`src/rtl/fetch_ctrl.sv`:
```
// Fetch-stage redirect arbiter and sequencer: picks one PC redirect per cycle,
// holds fetch during stalls, parks a redirect until the stall releases, and raises flushes.

package riscv_pkg;
    localparam int XLEN = 32;
endpackage

module fetch_ctrl #(
    parameter int XLEN  = riscv_pkg::XLEN,
    parameter int CNT_W = 32
) (
    input  logic             clk_i,
    input  logic             rstn_i,
    input  logic [XLEN-1:0]  pcF_i,
    input  logic             stall_i,
    input  logic             trap_req_i,
    input  logic [XLEN-1:0]  trap_vec_i,
    input  logic             mret_req_i,
    input  logic [XLEN-1:0]  mepc_i,
    input  logic             ex_redir_i,
    input  logic [XLEN-1:0]  ex_target_i,
    input  logic             id_redir_i,
    input  logic [XLEN-1:0]  id_target_i,
    output logic [XLEN-1:0]  next_pc_o,
    output logic             next_pc_enable_o,
    output logic             flush_fd_o,
    output logic             flush_de_o,
    output logic             misalign_o,
    output logic [CNT_W-1:0] redir_cnt_o
);

    typedef enum logic [1:0] {
        ST_RUN  = 2'd0,
        ST_HOLD = 2'd1,
        ST_PEND = 2'd2
    } state_t;

    localparam logic [1:0] CLS_TRAP = 2'd3;
    localparam logic [1:0] CLS_MRET = 2'd2;
    localparam logic [1:0] CLS_EX   = 2'd1;
    localparam logic [1:0] CLS_ID   = 2'd0;

    state_t            state_r;
    state_t            state_nxt_s;

    logic              pend_valid_r;
    logic [1:0]        pend_class_r;
    logic [XLEN-1:0]   pend_target_r;
    logic              pend_mis_r;
    logic [CNT_W-1:0]  cnt_r;

    logic              win_valid_s;
    logic [1:0]        win_class_s;
    logic [XLEN-1:0]   win_raw_s;
    logic [XLEN-1:0]   win_target_s;
    logic              win_mis_s;
    logic              take_new_s;

    logic              apply_s;
    logic              pend_load_s;
    logic              pend_clear_s;
    logic [1:0]        sel_class_s;
    logic [XLEN-1:0]   sel_target_s;
    logic              sel_mis_s;

    logic [XLEN-1:0]   next_pc_s;
    logic              next_pc_en_s;
    logic              flush_fd_s;
    logic              flush_de_s;
    logic              misalign_s;

    // Fixed-priority pick of this cycle's redirect request; losers are simply dropped.
    always_comb begin
        win_valid_s = 1'b0;
        win_class_s = CLS_ID;
        win_raw_s   = {XLEN{1'b0}};
        if (trap_req_i) begin
            win_valid_s = 1'b1;
            win_class_s = CLS_TRAP;
            win_raw_s   = trap_vec_i;
        end else if (mret_req_i) begin
            win_valid_s = 1'b1;
            win_class_s = CLS_MRET;
            win_raw_s   = mepc_i;
        end else if (ex_redir_i) begin
            win_valid_s = 1'b1;
            win_class_s = CLS_EX;
            win_raw_s   = ex_target_i;
        end else if (id_redir_i) begin
            win_valid_s = 1'b1;
            win_class_s = CLS_ID;
            win_raw_s   = id_target_i;
        end else begin
            win_valid_s = 1'b0;
        end
    end

    assign win_target_s = {win_raw_s[XLEN-1:2], 2'b00};
    assign win_mis_s    = |win_raw_s[1:0];
    assign take_new_s   = win_valid_s && (win_class_s >= pend_class_r);

    // Next-state decision: hold, park or apply a redirect.
    always_comb begin
        state_nxt_s  = state_r;
        apply_s      = 1'b0;
        pend_load_s  = 1'b0;
        pend_clear_s = 1'b0;
        sel_class_s  = win_class_s;
        sel_target_s = win_target_s;
        sel_mis_s    = win_mis_s;
        case (state_r)
            ST_RUN, ST_HOLD: begin
                if (stall_i) begin
                    pend_load_s = win_valid_s;
                    state_nxt_s = win_valid_s ? ST_PEND : ST_HOLD;
                end else begin
                    apply_s     = win_valid_s;
                    state_nxt_s = ST_RUN;
                end
            end
            ST_PEND: begin
                if (stall_i) begin
                    pend_load_s = take_new_s;
                    state_nxt_s = ST_PEND;
                end else begin
                    apply_s      = 1'b1;
                    pend_clear_s = 1'b1;
                    state_nxt_s  = ST_RUN;
                    if (take_new_s || !pend_valid_r) begin
                        apply_s = win_valid_s || pend_valid_r;
                    end else begin
                        sel_class_s  = pend_class_r;
                        sel_target_s = pend_target_r;
                        sel_mis_s    = pend_mis_r;
                    end
                end
            end
            default: begin
                state_nxt_s = ST_RUN;
            end
        endcase
    end

    // Output drive; reset forces everything quiet so fetch's own reset vector wins.
    always_comb begin
        next_pc_s    = {XLEN{1'b0}};
        next_pc_en_s = 1'b0;
        flush_fd_s   = 1'b0;
        flush_de_s   = 1'b0;
        misalign_s   = 1'b0;
        if (!rstn_i) begin
            next_pc_en_s = 1'b0;
        end else if (stall_i) begin
            next_pc_s    = pcF_i;
            next_pc_en_s = 1'b1;
        end else if (apply_s) begin
            next_pc_s    = sel_target_s;
            next_pc_en_s = 1'b1;
            flush_fd_s   = 1'b1;
            flush_de_s   = (sel_class_s != CLS_ID);
            misalign_s   = sel_mis_s;
        end else begin
            next_pc_en_s = 1'b0;
        end
    end

    // State register.
    always_ff @(posedge clk_i) begin
        if (!rstn_i) begin
            state_r <= ST_RUN;
        end else begin
            state_r <= state_nxt_s;
        end
    end

    // Pending redirect slot: loaded or overwritten while stalled, cleared on release.
    always_ff @(posedge clk_i) begin
        if (!rstn_i) begin
            pend_valid_r  <= 1'b0;
            pend_class_r  <= CLS_ID;
            pend_target_r <= {XLEN{1'b0}};
            pend_mis_r    <= 1'b0;
        end else if (pend_load_s) begin
            pend_valid_r  <= 1'b1;
            pend_class_r  <= win_class_s;
            pend_target_r <= win_target_s;
            pend_mis_r    <= win_mis_s;
        end else if (pend_clear_s) begin
            pend_valid_r  <= 1'b0;
            pend_class_r  <= CLS_ID;
        end else begin
            pend_valid_r  <= pend_valid_r;
        end
    end

    // Applied-redirect counter, wraps naturally.
    always_ff @(posedge clk_i) begin
        if (!rstn_i) begin
            cnt_r <= {CNT_W{1'b0}};
        end else if (apply_s) begin
            cnt_r <= cnt_r + {{(CNT_W-1){1'b0}}, 1'b1};
        end else begin
            cnt_r <= cnt_r;
        end
    end

    assign next_pc_o        = next_pc_s;
    assign next_pc_enable_o = next_pc_en_s;
    assign flush_fd_o       = flush_fd_s;
    assign flush_de_o       = flush_de_s;
    assign misalign_o       = misalign_s;
    assign redir_cnt_o      = cnt_r;

endmodule

```
`config.mk`:
```
export PLATFORM = sky130hd
export DESIGN_NAME = fetch_ctrl
export DESIGN_NICKNAME = d
export VERILOG_FILES = /design/src/rtl/fetch_ctrl.sv
export SDC_FILE = /design/constraint.sdc
export NUM_CORES = 1
export LEC_CHECK = 0
export ABC_AREA = 0
export CAP_MARGIN = 20
export CORE_ASPECT_RATIO = 0.7
export CORE_MARGIN = 2
export CORE_UTILIZATION = 30
export CTS_CLUSTER_SIZE = 8
export DETAILED_ROUTE_END_ITERATION = 10
export SKIP_CTS_REPAIR_TIMING = 1
export SYNTH_ARGS = -nofsm -noshare
export SYNTH_HDL_FRONTEND = slang
export SYNTH_SLANG_ARGS = --single-unit
```
`constraint.sdc`:
```
create_clock -name clk_i -period 5.03 [get_ports clk_i]
set_input_delay 1.509 -clock clk_i [delete_from_list [all_inputs] [get_ports clk_i]]
set_output_delay 1.509 -clock clk_i [all_outputs]
set_load 0.02 [all_outputs]
```
==> metrics <==
status=complete, no violations; core area=~14000 sq um; WHS Path Cells=2; I/O pins=235; sequential element share of the synthesized area=31.5%; Req. time, crit path=between 3 and 4 ns; vias in the first global route=approximately 5300; root buffer cell=clkbuf_16; Post-Syn Instances=576; clock tree buffer depth=2; syn_area_per_cell=between 7 and 8 sq um; final core utilization=a little over half; routed via count=between 5000 and 6000; CP peak stage delay=around 0.29 ns; nets=slightly above 1000; max_cap viols=0; hold path start=pend_target_r[26]; WL/cell=approximately 19 microns; ANT cells=0; Primary FF master, synth=dfxtp_1; Synth warnings=0; CP max stage cell=ha_4; Peak supply drop=approximately 0.16 mV; Inserted Clock Buffers=9; main combinational cell family by area after synthesis=compound AO/OA/AOI/OAI gates; mux share of post-synthesis cell area=7.66%; Die Area=~15000 sq um; first-pass GRT wire length=between 20000 and 30000 microns; GRT Residual Overflow=0; Synth Area in Adders=less than 1%; Synth Area in Simple Gates=around 24%; Slew Viols, Final=0; Starting Density=30.9%; final setup violation count=0; crit path time final=just under 5 ns; Synth Area in Compound Gates=about 27%; largest net degree at the start of global routing=64; worst slew pin tran=0.648 ns; Worst Path Max Fanout=6; clock latency on the worst-skew pair=about 0.33 ns; Reg2Reg Setup Slack=between 2 and 3 ns; Synth Register Bits=between 60 and 70; RSZ-0062 raised after global routing=no; Synth Cell Area=about 4300 sq um; Setup Skew=between 0.008 and 0.009 ns; critical path capture point type=output pin; 1st-iter DRT viols=310; hold crit path type=flip-flop to flip-flop; Area Growth Syn to Fin=77.2%; clk slew on worst S/H paths=around 0.05 ns; P per Cell Area=220 nW/um^2; Rel. slew slack=approximately 57%; end of the worst hold path=pend_target_r[26]; Post-synth EDFFs=0; DR vias/cell=around 5.2; Top delay family on crit path=buffers and inverters; final hold vios=0; Rows=36; most frequent cells in the layout=198 x clkdlybuf4s50_1, 92 x nor2_1, 68 x dfxtp_1; Die Y=~100 microns; async set-reset flop share out of synthesis=0%; DP Wirelength=between 10000 and 15000 microns; P_leak=just over 0.003 uW; Final Cycle Share=98.4%; net count after synthesis=between 700 and 800; initial antenna violation count=0; Routed WL=19200 microns; maximum clock rate=202 MHz; R2R cell count=6; DRT antenna net count=0; hold_ws=between 0.4 and 0.5 ns; RD Place Congestion=just under 0.9; commonest non-fill, non-tap cell in the layout=clkdlybuf4s50_1; DRC Markers=0; Clock H-tree levels=3; CP cell instances=dlymetal6s2s_1 > buf_4 > nor2_1 > inv_1 > ha_4 > a21oi_4 > o211ai_1 > buf_4 > buf_4 > o21ai_2 > o21ai_2 > clkbuf_2; Crit path arrival time=about 3.4 ns; XOR/XNOR share of the synthesized area=about 4.3%; non-filler cells, final=slightly above 1000; placed cell count=a little over 1000; Port Buffers=around 230; crit path kind=input pin to output pin; most frequent CP cell=buf_4; fill count=~1300; r2r endpoint=redir_cnt_o[25]; final setup TNS=0 ns; distinct cell type count after synthesis=50; critical path buffer and inverter count=6; CTS tree=built; RR Startpoint=state_r[1]; Setup crit start kind=input pin; Clock Sink Count=68; layout cells sized above 1=between 20% and 30%; GRT Overall Usage=about a quarter; Die W=approximately 150 microns; Pre-Repair DR Iteration Count=4
final cells by class:
| cell class | count | area, sq um | share of cell area [%] |
|---|---|---|---|
| Clock buffer | 11 | 243 | 3.17 |
| Multi-Input combinational cell | 458 | 3000 | 39.1 |
| Timing Repair Buffer | 296 | 2750 | 35.8 |
| Clock inverter | 5 | 61.3 | 0.800 |
| Sequential cell | 68 | 1360 | 17.8 |
| Inverter | 6 | 22.5 | 0.294 |
| Tap cell | 190 | 238 | 3.10 |
worst register-to-register path: cells and delay by family (launching register included):
family	cells	cell delay, ns
compound gates	2	0.37
buf+inv	1	0.21
flops	1	0.43
simple gates	3	1.18
per-layer routing:
| metal | up-vias | routed length (microns) | track usage (%) |
|---|---|---|---|
| met1 | 2532 | 8700 | 31.2 |
| met4 | 0 | 236 | 5.08 |
| met3 | 17 | 1400 | 5.79 |
| met2 | 188 | 8910 | 38.6 |
| li1 | 2617 | - | - |
| met5 | - | 0 | 0 |
Yosys cell counts (all sizes together) (4+ instances only):
cell type	instances	area, sq um
nand2	51	191
buf	17	88.8
xor2	18	158
nor3	5	41.3
nand4	14	100
and4	5	43.8
and3	6	37.5
mux2i	32	320
a21oi	13	68.8
and2	5	31.3
o21ai	98	490
nor2b	4	25.0
or3	5	31.3
inv	6	22.5
clkbuf	27	101
nand2b	4	25.0
a22oi	60	450
nand3	13	65.1
nor2	92	345
dfxtp	68	1360
state kept, by name, summed over array words and instances (netlist names):
signal         flops
pend_valid_r       1
state_r            2
redir_cnt_o       32
pend_mis_r         1
pend_class_r       2
pend_target_r     30
cells by family after synthesis:
family | count (synthesis)
xor+xnor | 21
compound gates | 187
mux | 33
flops | 68
buf+inv | 50
simple gates | 214
fa+ha+maj | 3
metrics by stage:
stage	setup WS [ns]	power [uW]	area (sq um)
CTS	-0.674	1700	7610
finish	0.0827	1690	7670
floorplan	0.0628	779	4440
global placement	-0.669	1040	7310
detailed placement	-0.667	1050	7310
global route	0.00108	1760	7670
report_power, final:
part           internal (uW)  switching (uW)
Clock                    399             246
Combinational            252             212
Sequential               561            16.5
Total                   1210             474
worst max path at each step:
stage | start | to | slack [ns] | cells after the start
6_report | mret_req_i | next_pc_o[21] | 0.08 | 12
5_1_grt | mret_req_i | next_pc_o[31] | 0.001 | 12
4_1_cts | mret_req_i | next_pc_o[18] | -0.67 | 11
3_5_place_dp | mret_req_i | next_pc_o[18] | -0.67 | 11
3_3_place_gp | mret_req_i | next_pc_o[16] | -0.67 | 11
2_1_floorplan | mret_req_i | next_pc_o[23] | 0.06 | 11
(Power assumes the default switching activity.)
